## src/rtl/llc_in_arbiter_if.sv

```systemverilog
`default_nettype none
// ============================================================================
// Module      : llc_in_arbiter_if
// Description : Handshake bundle between the three LLC inbound channels, the
//               LLC input arbiter and the LLC core input port.
// Revision    : 1.0 - initial release
// ============================================================================
interface llc_in_arbiter_if #(
    parameter int RSP_W = 128,
    parameter int REQ_W = 160
);
    logic               rsp_in_valid;
    logic               rsp_in_ready;
    logic [RSP_W-1:0]   rsp_in_data;
    logic               req_in_valid;
    logic               req_in_ready;
    logic [REQ_W-1:0]   req_in_data;
    logic               dma_req_in_valid;
    logic               dma_req_in_ready;
    logic [REQ_W-1:0]   dma_req_in_data;
    logic               dma_req_in_last;
    logic               out_valid;
    logic               out_ready;
    logic [1:0]         out_src;
    logic [REQ_W-1:0]   out_data;

    // Sources and the LLC core side
    modport master (
        output rsp_in_valid, rsp_in_data,
        output req_in_valid, req_in_data,
        output dma_req_in_valid, dma_req_in_data, dma_req_in_last,
        output out_ready,
        input  rsp_in_ready, req_in_ready, dma_req_in_ready,
        input  out_valid, out_src, out_data
    );

    // Arbiter side
    modport slave (
        input  rsp_in_valid, rsp_in_data,
        input  req_in_valid, req_in_data,
        input  dma_req_in_valid, dma_req_in_data, dma_req_in_last,
        input  out_ready,
        output rsp_in_ready, req_in_ready, dma_req_in_ready,
        output out_valid, out_src, out_data
    );
endinterface
`default_nettype wire

```

## src/rtl/llc_in_arbiter.sv

```systemverilog
`default_nettype none
// ============================================================================
// Module      : llc_in_arbiter
// Description : Merges rsp/req/dma inbound channels into one registered stream;
//               rsp priority with starvation cap, req/dma round-robin, atomic
//               DMA bursts.
// Revision    : 1.0 - initial release
// ============================================================================
module llc_in_arbiter #(
    parameter int RSP_W   = 128,
    parameter int REQ_W   = 160,
    parameter int RSP_MAX = 4
) (
    input  wire logic           clk,
    input  wire logic           rst,
    llc_in_arbiter_if.slave     bus
);
    localparam int               c_CNT_W   = $clog2(RSP_MAX + 1);
    localparam logic [c_CNT_W-1:0] c_RSP_MAX = c_CNT_W'(RSP_MAX);
    localparam logic [1:0]       c_SRC_RSP = 2'd0;
    localparam logic [1:0]       c_SRC_REQ = 2'd1;
    localparam logic [1:0]       c_SRC_DMA = 2'd2;

    typedef enum logic [0:0] {
        S_OPEN     = 1'b0,
        S_DMA_LOCK = 1'b1
    } state_t;

    state_t             r_state;
    logic [c_CNT_W-1:0] r_rsp_cnt;
    logic               r_rr_ptr;
    logic               r_out_valid;
    logic [1:0]         r_out_src;
    logic [REQ_W-1:0]   r_out_data;

    logic w_can_load;
    logic w_req_elig;
    logic w_dma_elig;
    logic w_any_req;
    logic w_capped;
    logic w_gnt_rsp;
    logic w_gnt_req;
    logic w_gnt_dma;

    always_comb begin
        w_can_load = !r_out_valid || bus.out_ready;
        w_req_elig = bus.req_in_valid && (r_state == S_OPEN);
        w_dma_elig = bus.dma_req_in_valid;
        w_any_req  = w_req_elig || w_dma_elig;
        w_capped   = (r_rsp_cnt == c_RSP_MAX) && w_any_req;
        w_gnt_rsp  = !rst && w_can_load && bus.rsp_in_valid && !w_capped;
        w_gnt_req  = 1'b0;
        w_gnt_dma  = 1'b0;
        // req is already masked off during a burst, so only dma can win then
        if (!rst && w_can_load && !w_gnt_rsp) begin
            if (r_rr_ptr) begin
                w_gnt_dma = w_dma_elig;
                w_gnt_req = !w_dma_elig && w_req_elig;
            end else begin
                w_gnt_req = w_req_elig;
                w_gnt_dma = !w_req_elig && w_dma_elig;
            end
        end
    end

    always_ff @(posedge clk) begin
        if (rst) begin
            r_state     <= S_OPEN;
            r_rsp_cnt   <= '0;
            r_rr_ptr    <= 1'b0;
            r_out_valid <= 1'b0;
            r_out_src   <= c_SRC_RSP;
            r_out_data  <= '0;
        end else begin
            if (w_can_load) begin
                r_out_valid <= w_gnt_rsp || w_gnt_req || w_gnt_dma;
                if (w_gnt_rsp) begin
                    r_out_src  <= c_SRC_RSP;
                    r_out_data <= REQ_W'(bus.rsp_in_data);
                end else if (w_gnt_req) begin
                    r_out_src  <= c_SRC_REQ;
                    r_out_data <= bus.req_in_data;
                end else if (w_gnt_dma) begin
                    r_out_src  <= c_SRC_DMA;
                    r_out_data <= bus.dma_req_in_data;
                end
            end

            // Stalled burst with no dma beat: keep the count so the cap resumes
            if (w_gnt_req || w_gnt_dma) begin
                r_rsp_cnt <= '0;
            end else if (w_gnt_rsp && w_any_req) begin
                if (r_rsp_cnt != c_RSP_MAX) begin
                    r_rsp_cnt <= r_rsp_cnt + c_CNT_W'(1);
                end
            end else if (!w_any_req && (r_state == S_OPEN)) begin
                r_rsp_cnt <= '0;
            end

            if (w_gnt_req) begin
                r_rr_ptr <= 1'b1;
            end else if (w_gnt_dma && bus.dma_req_in_last) begin
                r_rr_ptr <= 1'b0;
            end

            if (w_gnt_dma) begin
                r_state <= bus.dma_req_in_last ? S_OPEN : S_DMA_LOCK;
            end
        end
    end

    assign bus.rsp_in_ready     = w_gnt_rsp;
    assign bus.req_in_ready     = w_gnt_req;
    assign bus.dma_req_in_ready = w_gnt_dma;
    assign bus.out_valid        = r_out_valid;
    assign bus.out_src          = r_out_src;
    assign bus.out_data         = r_out_data;

endmodule
`default_nettype wire

```

## src/flat_wrapper.sv

```systemverilog
// flat-port wrapper written by rule: the top's interface ports become plain ports
module llc_in_arbiter_flat 
#(
    parameter int RSP_W   = 128,
    parameter int REQ_W   = 160,
    parameter int RSP_MAX = 4
)
  (clk, rst, bus_rsp_in_valid, bus_rsp_in_data, bus_req_in_valid, bus_req_in_data, bus_dma_req_in_valid, bus_dma_req_in_data, bus_dma_req_in_last, bus_out_ready, bus_rsp_in_ready, bus_req_in_ready, bus_dma_req_in_ready, bus_out_valid, bus_out_src, bus_out_data);
  llc_in_arbiter_if #(.RSP_W(RSP_W), .REQ_W(REQ_W)) bus_i ();
  input  wire logic clk;
  input  wire logic rst;
  input wire logic [$bits(bus_i.rsp_in_valid)-1:0] bus_rsp_in_valid;
  input wire logic [$bits(bus_i.rsp_in_data)-1:0] bus_rsp_in_data;
  input wire logic [$bits(bus_i.req_in_valid)-1:0] bus_req_in_valid;
  input wire logic [$bits(bus_i.req_in_data)-1:0] bus_req_in_data;
  input wire logic [$bits(bus_i.dma_req_in_valid)-1:0] bus_dma_req_in_valid;
  input wire logic [$bits(bus_i.dma_req_in_data)-1:0] bus_dma_req_in_data;
  input wire logic [$bits(bus_i.dma_req_in_last)-1:0] bus_dma_req_in_last;
  input wire logic [$bits(bus_i.out_ready)-1:0] bus_out_ready;
  output wire logic [$bits(bus_i.rsp_in_ready)-1:0] bus_rsp_in_ready;
  output wire logic [$bits(bus_i.req_in_ready)-1:0] bus_req_in_ready;
  output wire logic [$bits(bus_i.dma_req_in_ready)-1:0] bus_dma_req_in_ready;
  output wire logic [$bits(bus_i.out_valid)-1:0] bus_out_valid;
  output wire logic [$bits(bus_i.out_src)-1:0] bus_out_src;
  output wire logic [$bits(bus_i.out_data)-1:0] bus_out_data;
  assign bus_i.rsp_in_valid = bus_rsp_in_valid;
  assign bus_i.rsp_in_data = bus_rsp_in_data;
  assign bus_i.req_in_valid = bus_req_in_valid;
  assign bus_i.req_in_data = bus_req_in_data;
  assign bus_i.dma_req_in_valid = bus_dma_req_in_valid;
  assign bus_i.dma_req_in_data = bus_dma_req_in_data;
  assign bus_i.dma_req_in_last = bus_dma_req_in_last;
  assign bus_i.out_ready = bus_out_ready;
  assign bus_rsp_in_ready = bus_i.rsp_in_ready;
  assign bus_req_in_ready = bus_i.req_in_ready;
  assign bus_dma_req_in_ready = bus_i.dma_req_in_ready;
  assign bus_out_valid = bus_i.out_valid;
  assign bus_out_src = bus_i.out_src;
  assign bus_out_data = bus_i.out_data;
  llc_in_arbiter #(.RSP_W(RSP_W), .REQ_W(REQ_W), .RSP_MAX(RSP_MAX)) u_core (.clk(clk), .rst(rst), .bus(bus_i));
endmodule
```

## config.mk

```make
export PLATFORM = sky130hd
export DESIGN_NAME = llc_in_arbiter_flat
export DESIGN_NICKNAME = d
export VERILOG_FILES = /design/src/rtl/llc_in_arbiter_if.sv /design/src/rtl/llc_in_arbiter.sv /design/src/flat_wrapper.sv
export SDC_FILE = /design/constraint.sdc
export NUM_CORES = 1
export LEC_CHECK = 0
export ABC_AREA = 1
export CORE_AREA = 3 3 239 241
export CTS_CLUSTER_DIAMETER = 150
export DETAILED_ROUTE_END_ITERATION = 7
export DIE_AREA = 0 0 242 244
export PLACE_DENSITY = 0.53
export SYNTH_ARGS = -nofsm -noshare
export SYNTH_HDL_FRONTEND = slang
export SYNTH_SLANG_ARGS = --single-unit
```

## constraint.sdc

```tcl
create_clock -name clk -period 3.3 [get_ports clk]
set_input_delay 0.99 -clock clk [delete_from_list [all_inputs] [get_ports clk]]
set_output_delay 0.99 -clock clk [all_outputs]
set_load 0.01 [all_outputs]
```

Word-level counts from Yosys, hierarchy flattened:

Cells that the tools add are included.

* bits in registers: 168
* bits of input ports: 455
* output and inout bits: 166
* logic and storage cells: 56

* $add $sub $neg: 1
* equality and inequality tests: 3
* mux-type cells: 16
* bitwise operators: 1
* reductions and logical operators: 29

Operators with widths (number)
* 2-to-1 mux 160 bit: 3
* logical AND 1 bit: 11
* 2-to-1 mux 3 bit: 3
* logical NOT 1 bit: 7
* 2-to-1 mux 1 bit: 7
* 2-to-1 mux 2 bit: 3
* logical OR 1 bit: 5
* AND reduction 2 bit: 2
* nonzero test 2 bit: 2
* adder 3 x 1 -> 3 bit (second input constant): 1
* equality test 3 bit (second input constant): 1
* inequality test 3 bit (second input constant): 1
* nonzero test 3 bit: 1
* inequality test 2 bit (second input constant): 1
* OR reduction 2 bit: 1
* inverter 1 bit: 1

Logic depth before layout (Yosys ltp):

Gate-level depths: netlist (run 1).

* depth in word-level cells: 12
* gate-level depth with buffers: 13
* depth with buffers taken out: 12

Least setup slack after synthesis (run 1):

Ideal clock, no wire load.

* path type: input to output
* from: input rst
* to: output bus_req_in_ready
* arrival time: 2.008 ns
* data required time: 2.310 ns
* path slack: 0.302 ns
* cell stages on the path: 9
* buffers on the path: 3
* cell sequence: buf_4 -> inv_4 -> nand2_4 -> nor2_4 -> nand2_4 -> buf_2 -> nand3_2 -> buf_2 -> inv_1

* cells in the longest elaborated chain, start to end: 7

RTL lines
* start, declared: RTL line flat_wrapper.sv:11 `input wire logic rst;`
* logical NOT 1 bit (*): RTL line llc_in_arbiter.sv:51, llc_in_arbiter.sv:55
* logical AND 1 bit (*): RTL line llc_in_arbiter.sv:51, llc_in_arbiter.sv:55
* logical AND 1 bit (2 in series): RTL line llc_in_arbiter.sv:51 `w_gnt_rsp = !rst && w_can_load && bus.rsp_in_valid && !w_capped;`
* logical NOT 1 bit: RTL line llc_in_arbiter.sv:55 `if (!rst && w_can_load && !w_gnt_rsp) begin`
* logical AND 1 bit (*): RTL line llc_in_arbiter.sv:55
* 2-to-1 mux 1 bit (*): RTL line llc_in_arbiter.sv:55
* end, declared: RTL line flat_wrapper.sv:21 `output wire logic [$bits(bus_i.req_in_ready)-1:0] bus_req_in_ready;`

Every way passes the cells marked *; elsewhere a longest branch is shown, timed or not.

Worst setup path in the final report (run 1):

* from: input bus_out_ready
* to: output bus_dma_req_in_ready

* cells in the longest elaborated chain, start to end: 7

RTL lines
* start, declared: RTL line flat_wrapper.sv:19 `input wire logic [$bits(bus_i.out_ready)-1:0] bus_out_ready;`
* logical OR 1 bit (*): RTL line llc_in_arbiter.sv:46 `w_can_load = !r_out_valid || bus.out_ready;`
* logical AND 1 bit (*): RTL line llc_in_arbiter.sv:51, llc_in_arbiter.sv:55
* logical AND 1 bit (2 in series): RTL line llc_in_arbiter.sv:51
* logical NOT 1 bit: RTL line llc_in_arbiter.sv:55
* logical AND 1 bit (*): RTL line llc_in_arbiter.sv:55
* 2-to-1 mux 1 bit (*): RTL line llc_in_arbiter.sv:55
* end, declared: RTL line flat_wrapper.sv:22 `output wire logic [$bits(bus_i.dma_req_in_ready)-1:0] bus_dma_req_in_ready;`

Marks and branches as above.

==> results of run 1 <==
## final timing paths
kind,startpoint,to,slack [ps],cells past startpoint
setup / recovery,bus_out_ready,bus_dma_req_in_ready,70,9
hold / removal,u_core.bus.out_src[0],u_core.bus.out_src[0],470,2
setup reg to reg,u_core.bus.out_valid,u_core.bus.out_data[148],900,9
hold reg to reg,u_core.bus.out_src[0],u_core.bus.out_src[0],470,2
## cell type report
cell class,instances,area share
Timing Repair Buffer,690,0.378
Multi-Input combinational cell,1153,0.329
Sequential cell,168,0.184
Tap cell,748,0.0511
Clock buffer,20,0.0250
Inverter,106,0.0226
Clock inverter,12,0.0103
Antenna cell,2,0.000274
## routing by layer
metal	part of all wire	track usage	up-vias
li1	-	-	6597
met1	0.41	0.209	6270
met2	0.49	0.302	498
met3	0.075	0.0541	53
met4	0.018	0.0481	4
met5	0.00060	0	-
## cells by family after synthesis
| family | synth area share |
|---|---|
| buf+inv | 0.112 |
| xor+xnor | 0.000832 |
| flops | 0.319 |
| simple gates | 0.360 |
| compound gates | 0.206 |
| fa+ha+maj | 0.00238 |
## timing repair
item,4_1_cts,5_1_grt
resized for setup,14,2
pin swaps,2,1
hold buffers,0,0
buffers inserted,2,0
setup endpoints to repair,3,1
cloned,0,0
## sequential cells by signal, summed over array words and instances, names as in the netlist
name,count
u_core.bus.out_valid,1
u_core.bus.out_data,160
u_core.r_rsp_cnt,3
u_core.r_rr_ptr,1
u_core.bus.out_src,2
u_core.r_state,1
## power by group
group	internal (mW)	total [mW]	switching [mW]	leakage, nW
logic	1.38	2.69	1.31	5.70
clock network	1.32	2.26	0.940	0.314
registers	2.27	2.39	0.122	1.39
total	4.96	7.34	2.38	7.41
## per-stage QoR
| step | setup WS, ps | std cells |
|---|---|---|
| 5_1_grt | 3.55 | 2898 |
| 4_1_cts | 26.2 | 2897 |
| 3_5_place_dp | -451 | 2863 |
| 3_3_place_gp | -470 | 2863 |
| 6_report | 68.2 | 2899 |
| 2_1_floorplan | 302 | 1597 |
## worst max-delay path: stages
cell and delay [ps]:
clkdlybuf4s50_1 460, inv_1 50, nand2_2 100, nand2_4 90, buf_12 130, inv_6 40
nand2_1 60, nor2_2 160, buf_4 150
## cells in the mapped netlist (all sizes together)
cell type and instances:
ha 2, nand3 170, dfxtp 168, nand4 160
buf 91, o211ai 124, nand2 235, o21ai 18
clkbuf 79, inv 106, nand3b 1, nor2 268
a21oi 68, xor2 1, o21bai 106
==> impl_metrics.ini, run 1 <==
[timing]
finClkSkew_ps = 10.7
setup-tns-final_ps = 0
whs_ps = 474
maxSlewViolCount = 0
period_minus_slack_ps = 3230
fmax_mhz = 309
tightestPinTransition_ps = 924
fin_crit_sh = 0.979
finalSetupViolations = 0
slew_headroom = 0.384
rsz0062_at_grt = no
hold_viol = 0

[clocking]
h-tree-depth = 4
clk_latency_ps = 480
cts_buffers = 17
cts_tree = built
clockBufferDepth = 2
root_buffer = clkbuf_16
path_clk_slew_ps = 70
clock-sinks = 168

[drt]
viasPerCell = 4.63
drc_errors = 0
first_pass_iters = 4
ant_nets = 0
wl_um = 53500
num_vias = 13400
wl_per_cell_um = 18.4
first_iter_violations = 671

[grt]
first_global_vias = 13100
grtUsageTotal = 0.175
gr-total-overflow = 0
grt_max_degree = 181
antenna_found_initial = 4
grt_pass1_wl_um = 80600

[synth]
syn-instance-count = 1597
synthesis.nets = 2054
syn-cell-area_sq_um = 10500
synth_seq_cells = 168
ys_warn_count = 0
synth_cell_types = 26
yosysSeqAreaShare = 0.319
yosys.area.top_type_share = 0.319
synth_area_leaders = dfxtp_1, nand4_1, nor2_1
avgSynthCellArea_sq_um = 6.60
synth_top_area_cell = dfxtp_1

[die]
initial_core_util = 0.191
rows = 86
die_h_um = 244
fp.dieW_um = 242
io_pins = 621
fp.coreArea_sq_um = 55100
die-area_sq_um = 59000

[critical_path]
arrival_ps = 2240
cp-end-kind = primary output
cp-start-kind = input port
worstSetupPathType = input port to primary output
path_max_fanout = 3
crit_required_ps = 2310

[outcome]
status = finished clean

[finish]
final_common_cell = clkdlybuf4s50_1
seq_area_sq_um = 3360
multi_input_area_sq_um = 6010
utilization = 0.332
final_cell_mix = clkdlybuf4s50_1, nor2_1, nand2_1
fin_nets = 2593
final_area_sq_um = 18300
fillerInstances = 5986
drive_gt1_frac = 0.0572
area_growth_pct = 73.7

[hold_path]
min_path_type = flip-flop to flip-flop

[place]
hpwl_um = 39500
numPortBuffers = 620
placed_area_sq_um = 17600
gp_congestion = 0.897

[pwr]
p_leak_nw = 7.41
power_mw = 7.34
ir_drop_mv = 0.404
p_per_area_nw_per_um2 = 401

[job]
drv_cap = 0
Power figures use the tool's default switching activity.
==> run 2: changes to the inputs <==
Settings changed: ABC_AREA 1 to unset, CORE_AREA 3 3 239 241 to 3 3 243 245, DIE_AREA 0 0 242 244 to 0 0 246 248, PLACE_DENSITY 0.53 to 0.49.
==> run 2 against run 1 <==
Register-to-register slack lost 200 ps. Total power down 12%. Largest power group is now the clock network. Combinational power fell by 29%. Highest routed layer is now met4. Largest cell class unchanged.
==> impl_metrics.ini, run 2 <==
[drt]
wl_um = 51400
viasPerCell = 4.68
wl_per_cell_um = 20.8
drc_errors = 0
first_iter_violations = 600
ant_nets = 0
first_pass_iters = 7
num_vias = 11600

[synth]
synth_common_cells = o21ai_0, dfxtp_1, a31oi_1
synth_cell_types = 46
synth_top_area_cell = dfxtp_1
yosysSeqAreaShare = 0.376
async_flop_share = 0
synthesis.nets = 1606
synth-edff-count = 0
synth_seq_cells = 168
synth_area_leaders = dfxtp_1, o21ai_0, a31oi_1
syn-cell-area_sq_um = 8950
synthFlopType = dfxtp_1
ys_warn_count = 0
yosys.area.top_type_share = 0.376
avgSynthCellArea_sq_um = 7.79
synth_most_common_cell = o21ai_0
syn-instance-count = 1149

[critical_path]
cp-start-kind = input port
r2r_slack_ps = 700
crit_required_ps = 2310
cp_cell_sequence = clkdlybuf4s50_1, nand2b_1, nand2_4, nor2_1, buf_2
reg2reg_to = u_core.bus.out_data[159]
worstSetupPathType = input port to primary output
critPathMaxStageDelay_ps = 510
r2r_start = u_core.r_state
cp-end-kind = primary output
arrival_ps = 2160
r2r_cells = 6
cp_slowest_cell = clkdlybuf4s50_1
path_max_fanout = 5

[timing]
rsz0062_at_grt = no
maxSlewViolCount = 0
finalSetupViolations = 0
fin_crit_sh = 0.954
hold_viol = 0
finClkSkew_ps = 7.55
fmax_mhz = 318
fin_ws_ps = 153
period_minus_slack_ps = 3150
whs_ps = 450
slew_headroom = 0.428
setup-tns-final_ps = 0
tightestPinTransition_ps = 859

[clocking]
path_clk_slew_ps = 70
clk_latency_ps = 480
cts_hold_buf = 0
h-tree-depth = 4
clockBufferDepth = 2
clock-sinks = 168
root_buffer = clkbuf_16
cts_tree = built
cts_buffers = 17

[place]
numPortBuffers = 620
dp_slack_ps = -556
hpwl_um = 36000
placed_area_sq_um = 16000
gp_congestion = 0.817
dp_cells = 2436

[hold_path]
min-delay-start = u_core.bus.out_data[138]
min_path_type = flip-flop to flip-flop
holdPathStages = 2
holdPathEnd = u_core.bus.out_data[138]

[grt]
grtUsageTotal = 0.159
antenna_found_initial = 1
grt_pass1_wl_um = 74400
gr-total-overflow = 0
first_global_vias = 11500
grt_max_degree = 81

[finish]
drive_gt1_frac = 0.0593
largest_reg_flops = 160
final_area_sq_um = 16600
area_growth_pct = 85.9
stdcell_count = 2469
fin_nets = 2148
fillerInstances = 6106
final_cell_mix = clkdlybuf4s50_1, o21ai_0, dfxtp_1
diodes = 0
utilization = 0.290
final_common_cell = clkdlybuf4s50_1

[die]
rows = 88
fp.dieW_um = 246
fp.coreArea_sq_um = 57400
die-area_sq_um = 61000
io_pins = 621
initial_core_util = 0.156
die_h_um = 248

[pwr]
p_leak_nw = 6.02
p_per_area_nw_per_um2 = 389
ir_drop_mv = 0.383
swShare = 0.300
power.share.sequential = 0.351
power_mw = 6.47
intPower_mw = 4.53
combPwrFrac = 0.295
power_switching_mw = 1.94
power_frac_clock = 0.355

[job]
drv_cap = 0

[outcome]
status = finished clean
-- run 2: cell families after synthesis --
family | synth area share
AO/OA/AOI/OAI | 0.387
AND/OR/NAND/NOR | 0.134
flip-flops | 0.376
buffers and inverters | 0.0757
multiplexers | 0.0246
adder cells (fa/ha/maj) | 0.00280
-- run 2: what timing repair did --
action                                  in CTS  in global routing
gates resized for setup                     17                  1
hold endpoints to repair                     0                  0
endpoints found under the setup margin       3                  2
cloned                                       0                  0
setup buffers                                0                  1
pin swaps                                    2                  2
-- run 2: critical path: cells and delay by family --
kind	cells	cell delay [ps]
buffers and inverters	2	720
and+or+nand+nor	3	450
-- run 2: power by group through the flow --
stage                     Sequential [mW]  Clock (mW)  Combinational, mW
after detailed placement             2.31           0               1.92
final                                2.27        2.30               1.91
after global placement               2.31           0               1.91
after global routing                 2.29        2.46               2.05
after CTS                            2.27        2.41               1.92
after floorplan                      2.38           0              0.663
-- run 2: metal layers --
layer / share of wire / wire length (um) / track usage
met5: 0 / 0 / 0
met4: 0.021 / 1090 / 0.0505
met3: 0.084 / 4320 / 0.0535
met2: 0.49 / 25400 / 0.272
met1: 0.40 / 20700 / 0.188
-- run 2: area by class of cell --
class / instances / area, sq um / area share
flip-flops and latches: 168 / 3360 / 0.202
inverters: 5 / 20.0 / 0.00120
repair buffers: 671 / 6690 / 0.402
clock inverters: 13 / 193 / 0.0116
well taps: 765 / 957 / 0.0576
clock buffers: 19 / 443 / 0.0266
multi-input cells: 828 / 4970 / 0.299
-- run 2: worst max-delay path by stage --
| stage | slack (ps) | start | endpoint |
|---|---|---|---|
| after detailed placement | -560 | bus_dma_req_in_valid | bus_req_in_ready |
| after global routing | 30 | bus_req_in_valid | u_core.bus.out_data[149] |
| final | 150 | bus_out_ready | bus_rsp_in_ready |
| after CTS | 3 | bus_rsp_in_valid | bus_rsp_in_ready |
| after global placement | -630 | bus_dma_req_in_valid | bus_req_in_ready |
| after floorplan | 330 | rst | bus_rsp_in_ready |
